$ cat src/rtl/sonar_scheduler.sv
// Periodic sonar measurement scheduler: triggers the sensor, waits for a reply with
// timeout, and confirms a floor after N_CONFIRMA consecutive equal readings.
module sonar_scheduler #(
    parameter int PERIODO    = 5000000,
    parameter int TIMEOUT    = 2500000,
    parameter int N_CONFIRMA = 3
) (
    input  logic       clock,
    input  logic       reset,
    input  logic       ligado,
    input  logic       pronto,
    input  logic [1:0] andar_medido,
    output logic       medir,
    output logic [1:0] andar,
    output logic       andar_valido,
    output logic       erro_timeout,
    output logic [3:0] db_estado
);

    localparam int CNT_MAX = (PERIODO > TIMEOUT) ? PERIODO : TIMEOUT;
    localparam int CW      = $clog2(CNT_MAX + 1);

    typedef enum logic [3:0] {
        INICIAL = 4'h0,
        DISPARA = 4'h1,
        AGUARDA = 4'h2,
        AVALIA  = 4'h3,
        ESPERA  = 4'h4,
        ERRO    = 4'hF
    } estado_t;

    estado_t        state_r, next_s;
    logic [CW-1:0]  cnt_r, cnt_s;
    logic [3:0]     conf_r, conf_s, conf_upd_s;
    logic [1:0]     amostra_r, amostra_s, anterior_r, anterior_s;
    logic [1:0]     andar_r, andar_s;
    logic           medir_r, medir_s, valido_r, valido_s, erro_r, erro_s;

    // state register
    always_ff @(posedge clock or posedge reset) begin
        if (reset) begin
            state_r <= INICIAL;
        end else begin
            state_r <= next_s;
        end
    end

    // next-state logic; ligado=0 overrides every state
    always_comb begin
        next_s = state_r;
        if (!ligado) begin
            next_s = INICIAL;
        end else begin
            case (state_r)
                INICIAL: next_s = DISPARA;
                DISPARA: next_s = AGUARDA;
                AGUARDA: begin
                    if (pronto) begin
                        next_s = AVALIA;
                    end else if (cnt_r == CW'(TIMEOUT - 1)) begin
                        next_s = ERRO;
                    end else begin
                        next_s = AGUARDA;
                    end
                end
                AVALIA:  next_s = ESPERA;
                ESPERA, ERRO: begin
                    if (cnt_r == CW'(PERIODO - 1)) begin
                        next_s = DISPARA;
                    end else begin
                        next_s = state_r;
                    end
                end
                default: next_s = INICIAL;
            endcase
        end
    end

    // next values of counters, sample registers and registered outputs
    always_comb begin
        medir_s    = (next_s == DISPARA);
        andar_s    = andar_r;
        valido_s   = valido_r;
        erro_s     = erro_r;
        conf_s     = conf_r;
        amostra_s  = amostra_r;
        anterior_s = anterior_r;
        conf_upd_s = 4'd1;
        if (next_s != state_r) begin
            cnt_s = '0;
        end else if (cnt_r != CW'(CNT_MAX)) begin
            cnt_s = cnt_r + CW'(1);
        end else begin
            cnt_s = cnt_r;
        end

        if (amostra_r == anterior_r) begin
            if (conf_r >= 4'(N_CONFIRMA)) begin
                conf_upd_s = 4'(N_CONFIRMA);
            end else begin
                conf_upd_s = conf_r + 4'd1;
            end
        end else begin
            conf_upd_s = 4'd1;
        end

        // ERRO side effects are applied on entry so they line up with db_estado=F
        if (!ligado) begin
            valido_s = 1'b0;
            conf_s   = 4'd0;
        end else if (next_s == ERRO) begin
            erro_s   = 1'b1;
            valido_s = 1'b0;
            conf_s   = 4'd0;
        end else if ((state_r == AGUARDA) && pronto) begin
            amostra_s = andar_medido;
        end else if (state_r == AVALIA) begin
            conf_s     = conf_upd_s;
            anterior_s = amostra_r;
            erro_s     = 1'b0;
            if (conf_upd_s == 4'(N_CONFIRMA)) begin
                andar_s  = amostra_r;
                valido_s = 1'b1;
            end else begin
                andar_s  = andar_r;
            end
        end else begin
            amostra_s = amostra_r;
        end
    end

    // datapath and output registers
    always_ff @(posedge clock or posedge reset) begin
        if (reset) begin
            cnt_r      <= '0;
            conf_r     <= 4'd0;
            amostra_r  <= 2'd0;
            anterior_r <= 2'd0;
            andar_r    <= 2'd0;
            medir_r    <= 1'b0;
            valido_r   <= 1'b0;
            erro_r     <= 1'b0;
        end else begin
            cnt_r      <= cnt_s;
            conf_r     <= conf_s;
            amostra_r  <= amostra_s;
            anterior_r <= anterior_s;
            andar_r    <= andar_s;
            medir_r    <= medir_s;
            valido_r   <= valido_s;
            erro_r     <= erro_s;
        end
    end

    assign medir        = medir_r;
    assign andar        = andar_r;
    assign andar_valido = valido_r;
    assign erro_timeout = erro_r;
    assign db_estado    = state_r;

endmodule

$ cat config.mk
export PLATFORM = sky130hd
export DESIGN_NAME = sonar_scheduler
export DESIGN_NICKNAME = d
export VERILOG_FILES = /design/src/rtl/sonar_scheduler.sv
export SDC_FILE = /design/constraint.sdc
export NUM_CORES = 1
export LEC_CHECK = 0
export CAP_MARGIN = 20
export CORE_MARGIN = 1.5
export CORE_UTILIZATION = 30
export CTS_CLUSTER_SIZE = 14
export DETAILED_ROUTE_END_ITERATION = 10
export GPL_TIMING_DRIVEN = 0
export PLACE_DENSITY = 0.43
export SLEW_MARGIN = 20
export SYNTH_ARGS = -nofsm -noshare
export SYNTH_HDL_FRONTEND = slang
export SYNTH_SLANG_ARGS = --single-unit
$ cat constraint.sdc
create_clock -name clock -period 6.5 [get_ports clock]
set_input_delay 0.65 -clock clock [delete_from_list [all_inputs] [get_ports clock]]
set_output_delay 0.65 -clock clock [all_outputs]
set_load 0.01 [all_outputs]
==> flow_metrics.py, run 1 <==
metrics = {
    "floorplan": {
        "initial_utilization_pct": 30.78,
        "dieHeight_microns": 89.04,
        "dieWidth_microns": 89.04,
        "core.rowCount": 31,
        "die_area_sq_um": 7928,
        "ios": 15,
        "core_sq_um": 7214,
    },
    "place": {
        "io_buffers": 13,
        "dp_hpwl_microns": 3328,
        "gp_congestion": 0.7840,
    },
    "synth": {
        "syn_area_per_cell_sq_um": 9.827,
        "synth-compound-area-share_pct": 6.930,
        "synthCells": 226,
        "synth_xor_area_share_pct": 9.465,
        "ys_seq_area_share_pct": 45.07,
        "ys_warn_count": 0,
        "synthMuxAreaShare_pct": 3.493,
        "synthFlopType": "dfrtp_1",
        "synth_nets": 235,
        "synth_adder_area_share_pct": 1.690,
        "synth_edf_count": 0,
        "synth-seq-cells": 40,
        "synth_area_sq_um": 2221,
        "ys_types": 46,
        "synthSimpleGateAreaFrac_pct": 28.28,
        "synth_top_family_by_area": "simple AND/OR/NAND/NOR gates",
        "synthArstFlopShare_pct": 100.0,
    },
    "worst_setup_path": {
        "r2r_slack_ns": 3.95,
        "crit_chain": "nor4_1, nand4_1, or2_2, a31oi_2, a221o_2, buf_6, nor2_2",
        "rr_startpoint": "cnt_r[15]",
        "worstSetupPathType": "reg -> reg",
        "arrival_ns": 2.73,
        "r2r_end": "cnt_r[3]",
        "reg2regPathDepth": 7,
        "cp_slowest_cell": "nor4_1",
        "crit_fanout": 10,
        "worstPathRequired_ns": 6.68,
        "cp-end-kind": "flip-flop",
        "start_kind": "flip-flop",
        "cpPeakStageDelay_ns": 0.44,
    },
    "routing": {
        "postRouteAntennaNets": 0,
        "vias": 1650,
        "dr.pass1.iters": 4,
        "routed_wirelength_microns": 4632,
        "via_per_inst": 4.755,
        "avgRoutedWirePerCell_microns": 13.35,
        "drc": 0,
        "first_iter_violations": 100,
    },
    "min_path": {
        "min_path_cells": 2,
        "hold_path.class": "reg -> reg",
        "whs_endpoint": "andar_valido",
        "hp-start": "andar_valido",
    },
    "timing": {
        "finalSetupViolations": 0,
        "finalHoldViolCount": 0,
        "fin_setup_tns_ns": 0,
        "slew_headroom_pct": 53.15,
        "tightest_slew_ns": 0.7028,
        "grt_setup_unrepaired": "false",
        "finalCriticalPeriod_ns": 2.546,
        "drv_slew": 0,
        "timing.final.crit_share_pct": 39.17,
        "fmax_mhz": 392.7,
        "finalClockSkew_ns": 0.006131,
        "whs_ns": 0.5130,
    },
    "clocking": {
        "cts_hold_buffers": 0,
        "cts_buffers": 5,
        "clockBufferDepth": 2,
        "cts.sinks": 40,
        "h-tree-depth": 2,
        "postCtsResizedCells": 0,
        "path_clk_slew_ns": 0.08,
        "post_cts_buffers": 0,
        "clk_latency_ns": 0.29,
        "cts_tree": "yes",
        "clockRootBuffer": "clkbuf_8",
    },
    "layout": {
        "mostFrequentLayoutCells": "dfrtp_1, nor2_1, nand2_1, xor2_1, clkdlybuf4s50_1",
        "post_route_cells_drive_above_1_share_pct": 18.95,
        "seq_area_sq_um": 1001,
        "fin_util_pct": 35.83,
        "area_growth_pct": 16.39,
        "antenna_cells": 0,
        "nets": 256,
        "final_common_cell": "dfrtp_1",
        "fill_cells": 773,
        "multiInputGateArea_sq_um": 1107,
    },
    "global_route": {
        "grt_pass1_vias": 1649,
        "grt_pass1_wl_microns": 8121,
        "grt_max_degree": 29,
        "grt_overflow": 0,
        "gr-usage-all-layers_pct": 13.44,
        "antenna_found_initial": 0,
    },
    "power_and_ir_drop": {
        "power_w": 0.0006828,
        "powerDensity_nw_per_um2": 264.1,
        "p_leak_nw": 1.045,
        "vdd_drop_max_v": 0.0001276,
    },
    "flow_run": {
        "drv_cap": 0,
    },
    "outcome": {
        "status": "finished, final reports clean",
    },
}
## area by class of cell
cell class	instances	share of cell area, %
plain buffers	9	3.340
clock buffers	8	3.485
inverters	7	1.016
multi-input cells	170	42.84
flip-flops and latches	40	38.72
well taps	99	4.792
repair buffers	14	5.808
## worst max-delay path, delay by kind of cell (launching register included)
family          cells  cell delay [ns]
flops               1             0.41
simple gates        4             1.27
compound gates      2             0.56
buf+inv             1             0.19
## sequential cells by signal, summed over array words and instances (netlist names)
signal and flops:
cnt_r 23, db_estado 4, conf_r 4, amostra_r 2
andar 2, anterior_r 2, medir 1, andar_valido 1
erro_timeout 1
## per-layer routing
layer / up-vias / track usage (%) / part of all wire [%]
met5: - / 0 / 0
met2: 37 / 20.18 / 44
met1: 782 / 18.65 / 50
met3: 6 / 3.324 / 5.0
li1: 825 / - / -
met4: 0 / 5.315 / 0.99
## where the power goes
| part | internal [W] | leakage [nW] | total (W) | switching, W |
|---|---|---|---|---|
| Clock | 0.0000867 | 0.0455 | 0.000172 | 0.0000853 |
| Combinational | 0.0000955 | 0.450 | 0.000209 | 0.000113 |
| Sequential | 0.000277 | 0.549 | 0.000302 | 0.0000254 |
## Yosys cell counts, drive strengths merged (2+ instances only)
master | number | area (sq um)
a211oi | 2 | 15.01
xor2 | 13 | 113.9
nor3 | 8 | 40.04
or2 | 2 | 12.51
nand3 | 12 | 60.06
and4 | 3 | 28.78
and2b | 2 | 17.52
nor3b | 3 | 22.52
and3 | 5 | 35.03
mux2 | 6 | 67.56
a21oi | 2 | 10.01
a221o | 2 | 21.27
a31oi | 2 | 18.77
nand2 | 25 | 93.84
nor2 | 37 | 163.9
o21ai | 6 | 30.03
inv | 7 | 26.28
nand4 | 7 | 43.79
nor4 | 4 | 40.04
ha | 3 | 37.54
buf | 8 | 82.57
dfrtp | 40 | 1001
xnor2 | 11 | 96.34
## worst max-delay path by stage
stage	startpoint	to	depth (start not counted)
floorplan	ligado	cnt_r[0]	8
global placement	pronto	cnt_r[18]	8
detailed placement	pronto	cnt_r[18]	8
CTS	cnt_r[15]	cnt_r[18]	7
global route	cnt_r[20]	cnt_r[4]	7
finish	cnt_r[15]	cnt_r[3]	7
## cell families after synthesis
group,Yosys count
AO/OA/AOI/OAI,21
XOR/XNOR,24
adder cells (fa/ha/maj),3
buffers and inverters,16
flip-flops,40
multiplexers,7
AND/OR/NAND/NOR,115
## metrics by stage
step,setup WS (ns),cell area [sq um],instances
finish,3.954,2585,347
global route,3.636,2585,347
CTS,3.914,2585,347
detailed placement,3.860,2495,339
global placement,3.848,2475,338
floorplan,4.322,2221,226
Power figures use the tool's default switching activity.
==> inputs of run 2 (changes only) <==
- PLACE_DENSITY: 0.43 -> 0.45
- clock period: 6.5 -> 2.15 ns (I/O delays scaled with it)
==> flow_metrics.py, run 2 (synthesis results as in run 1) <==
metrics = {
    "outcome": {
        "status": "complete, but fails checks",
        "violations": "negative setup slack",
    },
    "floorplan": {
        "ios": 15,
        "dieWidth_microns": 89.04,
        "dieHeight_microns": 89.04,
        "die_area_sq_um": 7928,
        "initial_utilization_pct": 30.78,
        "core.rowCount": 31,
        "core_sq_um": 7214,
    },
    "worst_setup_path": {
        "cp_slowest_cell": "or4_4",
        "crit_chain": "nand4_1, or4_4, nor4_4, a31oi_4, a221o_2, buf_6, nor2_2",
        "worstSetupPathType": "reg -> reg",
        "crit_fanout": 7,
        "reg2regPathDepth": 7,
        "cpLargestDelayFamily": "simple AND/OR/NAND/NOR gates",
        "start_kind": "flip-flop",
        "cp-end-kind": "flip-flop",
        "r2r_slack_ns": -0.11,
        "crit_buf_inv": 1,
        "arrival_ns": 2.49,
        "r2r_end": "cnt_r[10]",
        "cpPeakStageDelay_ns": 0.53,
        "worstPathRequired_ns": 2.38,
        "rr_startpoint": "cnt_r[7]",
    },
    "timing": {
        "grt_setup_unrepaired": "true",
        "tightest_slew_ns": 0.4184,
        "fmax_mhz": 441.8,
        "drv_slew": 0,
        "slew_headroom_pct": 72.10,
        "timing.final.crit_share_pct": 105.3,
        "finalCriticalPeriod_ns": 2.263,
        "whs_ns": 0.1859,
        "finalClockSkew_ns": 0.008575,
        "finalSetupViolations": 22,
        "finalHoldViolCount": 0,
        "fin_ws_ns": -0.1135,
    },
    "clocking": {
        "h-tree-depth": 2,
        "cts_tree": "yes",
        "clockRootBuffer": "clkbuf_8",
        "path_clk_slew_ns": 0.08,
        "cts_hold_buffers": 0,
        "clockBufferDepth": 2,
        "cts_buffers": 5,
        "cts.sinks": 40,
        "clk_latency_ns": 0.29,
    },
    "place": {
        "dp_hpwl_microns": 3316,
        "gp_congestion": 0.7600,
        "io_buffers": 13,
    },
    "routing": {
        "dr.pass1.iters": 4,
        "routed_wirelength_microns": 5066,
        "first_iter_violations": 77,
        "postRouteAntennaNets": 0,
        "drc": 0,
        "vias": 1779,
        "avgRoutedWirePerCell_microns": 13.62,
        "via_per_inst": 4.782,
    },
    "global_route": {
        "grt_pass1_vias": 1628,
        "antenna_found_initial": 0,
        "use_met2_pct": 20.39,
        "use_met3_pct": 2.862,
        "grt_overflow": 0,
        "grtUsageMet1_pct": 20.37,
        "grt_max_degree": 30,
        "gr-usage-all-layers_pct": 13.80,
        "grt_pass1_wl_microns": 8438,
        "top_usage_layer": "met2",
    },
    "power_and_ir_drop": {
        "vdd_drop_max_v": 0.0003509,
        "combPwrFrac_pct": 36.2,
        "power_w": 0.002231,
        "pwr-share-clk_pct": 23.1,
        "internal-power_w": 0.001478,
        "powerDensity_nw_per_um2": 754.2,
        "p_sw_share_pct": 33.73,
        "p_leak_nw": 1.170,
        "p_seq_share_pct": 40.6,
        "power.switching_w": 0.0007525,
    },
    "layout": {
        "area_growth_pct": 33.18,
        "largest_reg_flops": 23,
        "nets": 281,
        "mostFrequentLayoutCells": "dfrtp_1, buf_4, nand2_1, nor2_1",
        "final_common_cell": "dfrtp_1",
        "antenna_cells": 0,
        "post_route_cells_drive_above_1_share_pct": 36.63,
        "regMostFlops": "cnt_r",
    },
    "min_path": {
        "hold_path.class": "in -> async",
    },
    "flow_run": {
        "drv_cap": 0,
    },
}
run 2: power groups by stage:
stage                     Sequential [W]  Combinational, W  Clock, W
after floorplan                 0.000929          0.000447         0
after global placement          0.000930          0.000631         0
after detailed placement        0.000932          0.000632         0
after CTS                       0.000908          0.000832  0.000536
after global routing            0.000919          0.000889  0.000564
final                           0.000907          0.000808  0.000516
run 2: cell type report:
class,count,area (sq um)
plain buffers,7,63.81
clock buffers,8,90.09
inverters,7,26.28
repair buffers,41,380.4
fillers,756,4257
well taps,99,123.9
flip-flops and latches,40,1011
multi-input cells,170,1262
run 2: how the worst max path moves through the flow:
stage / start / endpoint / slack [ns] / depth (start not counted)
final: cnt_r[7] / cnt_r[10] / -0.11 / 7
after CTS: cnt_r[12] / cnt_r[21] / -0.19 / 8
after detailed placement: cnt_r[15] / cnt_r[17] / -0.33 / 7
after global placement: cnt_r[15] / cnt_r[19] / -0.33 / 7
after global routing: cnt_r[0] / cnt_r[10] / -0.21 / 8
after floorplan: cnt_r[1] / cnt_r[19] / 0.007 / 8
run 2: timing repair:
item	4_1_cts	5_1_grt
pin swaps	20	12
setup endpoints to repair	28	26
gates resized for setup	24	27
buffers inserted	18	8
gates cloned	1	1
run 2: routing by layer:
metal | wire [microns] | part of all wire [%]
met1 | 2485 | 49
met2 | 2351 | 46
met3 | 183 | 3.6
met4 | 44 | 0.87
met5 | 0 | 0
run 2: per-stage QoR:
stage / setup TNS (ns) / worst slack [ns] / instance area (sq um) / std cells / util, %
2_1_floorplan: 0 / 0.007427 / 2230 / 226 / -
4_1_cts: -3.040 / -0.1850 / 2830 / 365 / 39.23
3_3_place_gp: -7.341 / -0.3326 / 2484 / 338 / 34.43
3_5_place_dp: -7.229 / -0.3314 / 2504 / 339 / 34.70
6_report: -1.981 / -0.1135 / 2958 / 372 / 41.00
5_1_grt: -4.391 / -0.2148 / 2958 / 372 / 41.00
==> inputs of run 3 (changes only) <==
- CORE_UTILIZATION: 30 -> 40
- PLACE_DENSITY: 0.45 -> 0.57
==> flow_metrics.py, run 3 (synthesis results as in run 1) <==
metrics = {
    "outcome": {
        "status": "complete, but fails checks",
        "violations": "negative setup slack",
    },
    "timing": {
        "finalHoldViolCount": 0,
        "fin_ws_ns": -0.1607,
        "finalClockSkew_ns": 0.01183,
        "finalSetupViolations": 23,
        "finalCriticalPeriod_ns": 2.311,
        "drv_slew": 0,
        "slew_headroom_pct": 70.97,
        "timing.final.crit_share_pct": 107.5,
        "grt_setup_unrepaired": "true",
        "fmax_mhz": 432.8,
        "tightest_slew_ns": 0.4355,
    },
    "floorplan": {
        "initial_utilization_pct": 42.40,
        "core.rowCount": 26,
        "dieHeight_microns": 77.52,
        "die_area_sq_um": 6009,
        "ios": 15,
        "dieWidth_microns": 77.52,
        "core_sq_um": 5238,
    },
    "power_and_ir_drop": {
        "powerDensity_nw_per_um2": 784.8,
        "vdd_drop_max_v": 0.0004588,
        "power_w": 0.002213,
        "p_leak_nw": 1.174,
        "internal-power_w": 0.001501,
        "p_seq_share_pct": 41.0,
        "power.switching_w": 0.0007125,
        "pwr-share-clk_pct": 23.5,
        "p_sw_share_pct": 32.19,
        "combPwrFrac_pct": 35.5,
    },
    "clocking": {
        "clockBufferDepth": 2,
        "cts_buffers": 5,
        "clk_latency_ns": 0.30,
        "h-tree-depth": 2,
        "cts.sinks": 40,
        "cts_tree": "yes",
        "clockRootBuffer": "clkbuf_8",
        "path_clk_slew_ns": 0.07,
    },
    "routing": {
        "dr.pass1.iters": 4,
        "first_iter_violations": 47,
        "postRouteAntennaNets": 0,
        "vias": 1750,
        "drc": 0,
        "routed_wirelength_microns": 4702,
        "avgRoutedWirePerCell_microns": 13.95,
        "via_per_inst": 5.193,
    },
    "worst_setup_path": {
        "arrival_ns": 2.54,
        "worstPathRequired_ns": 2.38,
        "start_kind": "flip-flop",
        "worstSetupPathType": "reg -> reg",
        "r2r_slack_ns": -0.16,
        "cp-end-kind": "flip-flop",
        "crit_fanout": 5,
    },
    "place": {
        "gp_congestion": 0.7723,
        "numPlacedInstances": 310,
        "dp_hpwl_microns": 3085,
        "io_buffers": 13,
    },
    "layout": {
        "final_common_cell": "dfrtp_1",
        "area_growth_pct": 26.99,
        "instances_no_fill": 337,
        "nets": 275,
        "regMostFlops": "cnt_r",
        "largest_reg_flops": 23,
        "post_route_cells_drive_above_1_share_pct": 30.71,
        "mostFrequentLayoutCells": "dfrtp_1, nor2_1, nand2_1, buf_4",
        "antenna_cells": 0,
    },
    "flow_run": {
        "drv_cap": 0,
    },
    "global_route": {
        "antenna_found_initial": 0,
        "grt_max_degree": 32,
        "grt_pass1_vias": 1740,
        "gr-usage-all-layers_pct": 17.39,
        "grt_overflow": 0,
        "grt_pass1_wl_microns": 8245,
    },
    "min_path": {
        "hold_path.class": "in -> async",
    },
}
## run 3: changes by cell type in the layout (fill, tap and decap cells not counted), sizes merged
cell / delta
buf: -7
clkbuf: -2
clkinv: +2
bufbuf: +1
## run 3: critical path: stages (launching register included)
cell and delay, ns:
dfrtp_1 0.42, nand4_1 0.11, or4_4 0.51, nor4_4 0.32
a31oi_4 0.05, a221o_2 0.44, bufbuf_16 0.30, nor2_2 0.09
## run 3: area by class of cell
class | instances | area [sq um]
plain buffers | 9 | 90.09
clock buffers | 6 | 82.58
clock inverters | 2 | 10.01
fillers | 492 | 2417
inverters | 7 | 26.28
multi-input cells | 170 | 1184
flip-flops and latches | 40 | 1006
well taps | 70 | 87.58
repair buffers | 33 | 334.1
## run 3: power by group through the flow
| stage | clock (W) | sequential [W] | combinational [W] |
|---|---|---|---|
| final | 0.000519 | 0.000908 | 0.000786 |
| after floorplan | 0 | 0.000929 | 0.000447 |
| after detailed placement | 0 | 0.000931 | 0.000623 |
| after global placement | 0 | 0.000929 | 0.000620 |
| after CTS | 0.000530 | 0.000909 | 0.000785 |
| after global routing | 0.000569 | 0.000922 | 0.000857 |
## run 3: metal layers
layer | wire [microns] | vias to the layer above | GRT usage [%]
met2 | 2307 | 32 | 30.18
met5 | 0 | - | 0
met1 | 2207 | 846 | 21.81
met3 | 145 | 4 | 3.882
met4 | 41 | 0 | 4.545
li1 | - | 868 | -
## run 3: worst paths after layout
kind,to,cells after the start,from
worst max-delay path,cnt_r[3],7,cnt_r[17]
worst min-delay path,cnt_r[0],2,reset
worst max register to register,cnt_r[3],7,cnt_r[17]
worst min register to register,andar[1],1,andar[1]
max in group asynchronous,cnt_r[7],3,reset
min in group clock,db_estado[1],2,ligado
## run 3: what timing repair did
item                                    4_1_cts  5_1_grt
pin swaps                                    10        1
gates cloned                                  1        0
endpoints found under the setup margin       28       27
resized for setup                            19        3
hold buffers                                  0        0
setup buffers                                17        1
## run 3: metrics by stage
stage	hold WS [ns]	worst slack [ns]	TNS, ns	util (%)	cell area (sq um)
2_1_floorplan	0.3666	0.007427	0	-	2230
3_3_place_gp	0.4905	-0.3087	-6.690	46.73	2447
3_5_place_dp	0.4715	-0.2839	-6.032	47.11	2467
4_1_cts	0.1578	-0.1437	-1.656	53.49	2801
5_1_grt	0.1910	-0.2707	-4.759	53.85	2820
6_report	0.1543	-0.1607	-2.017	53.85	2820
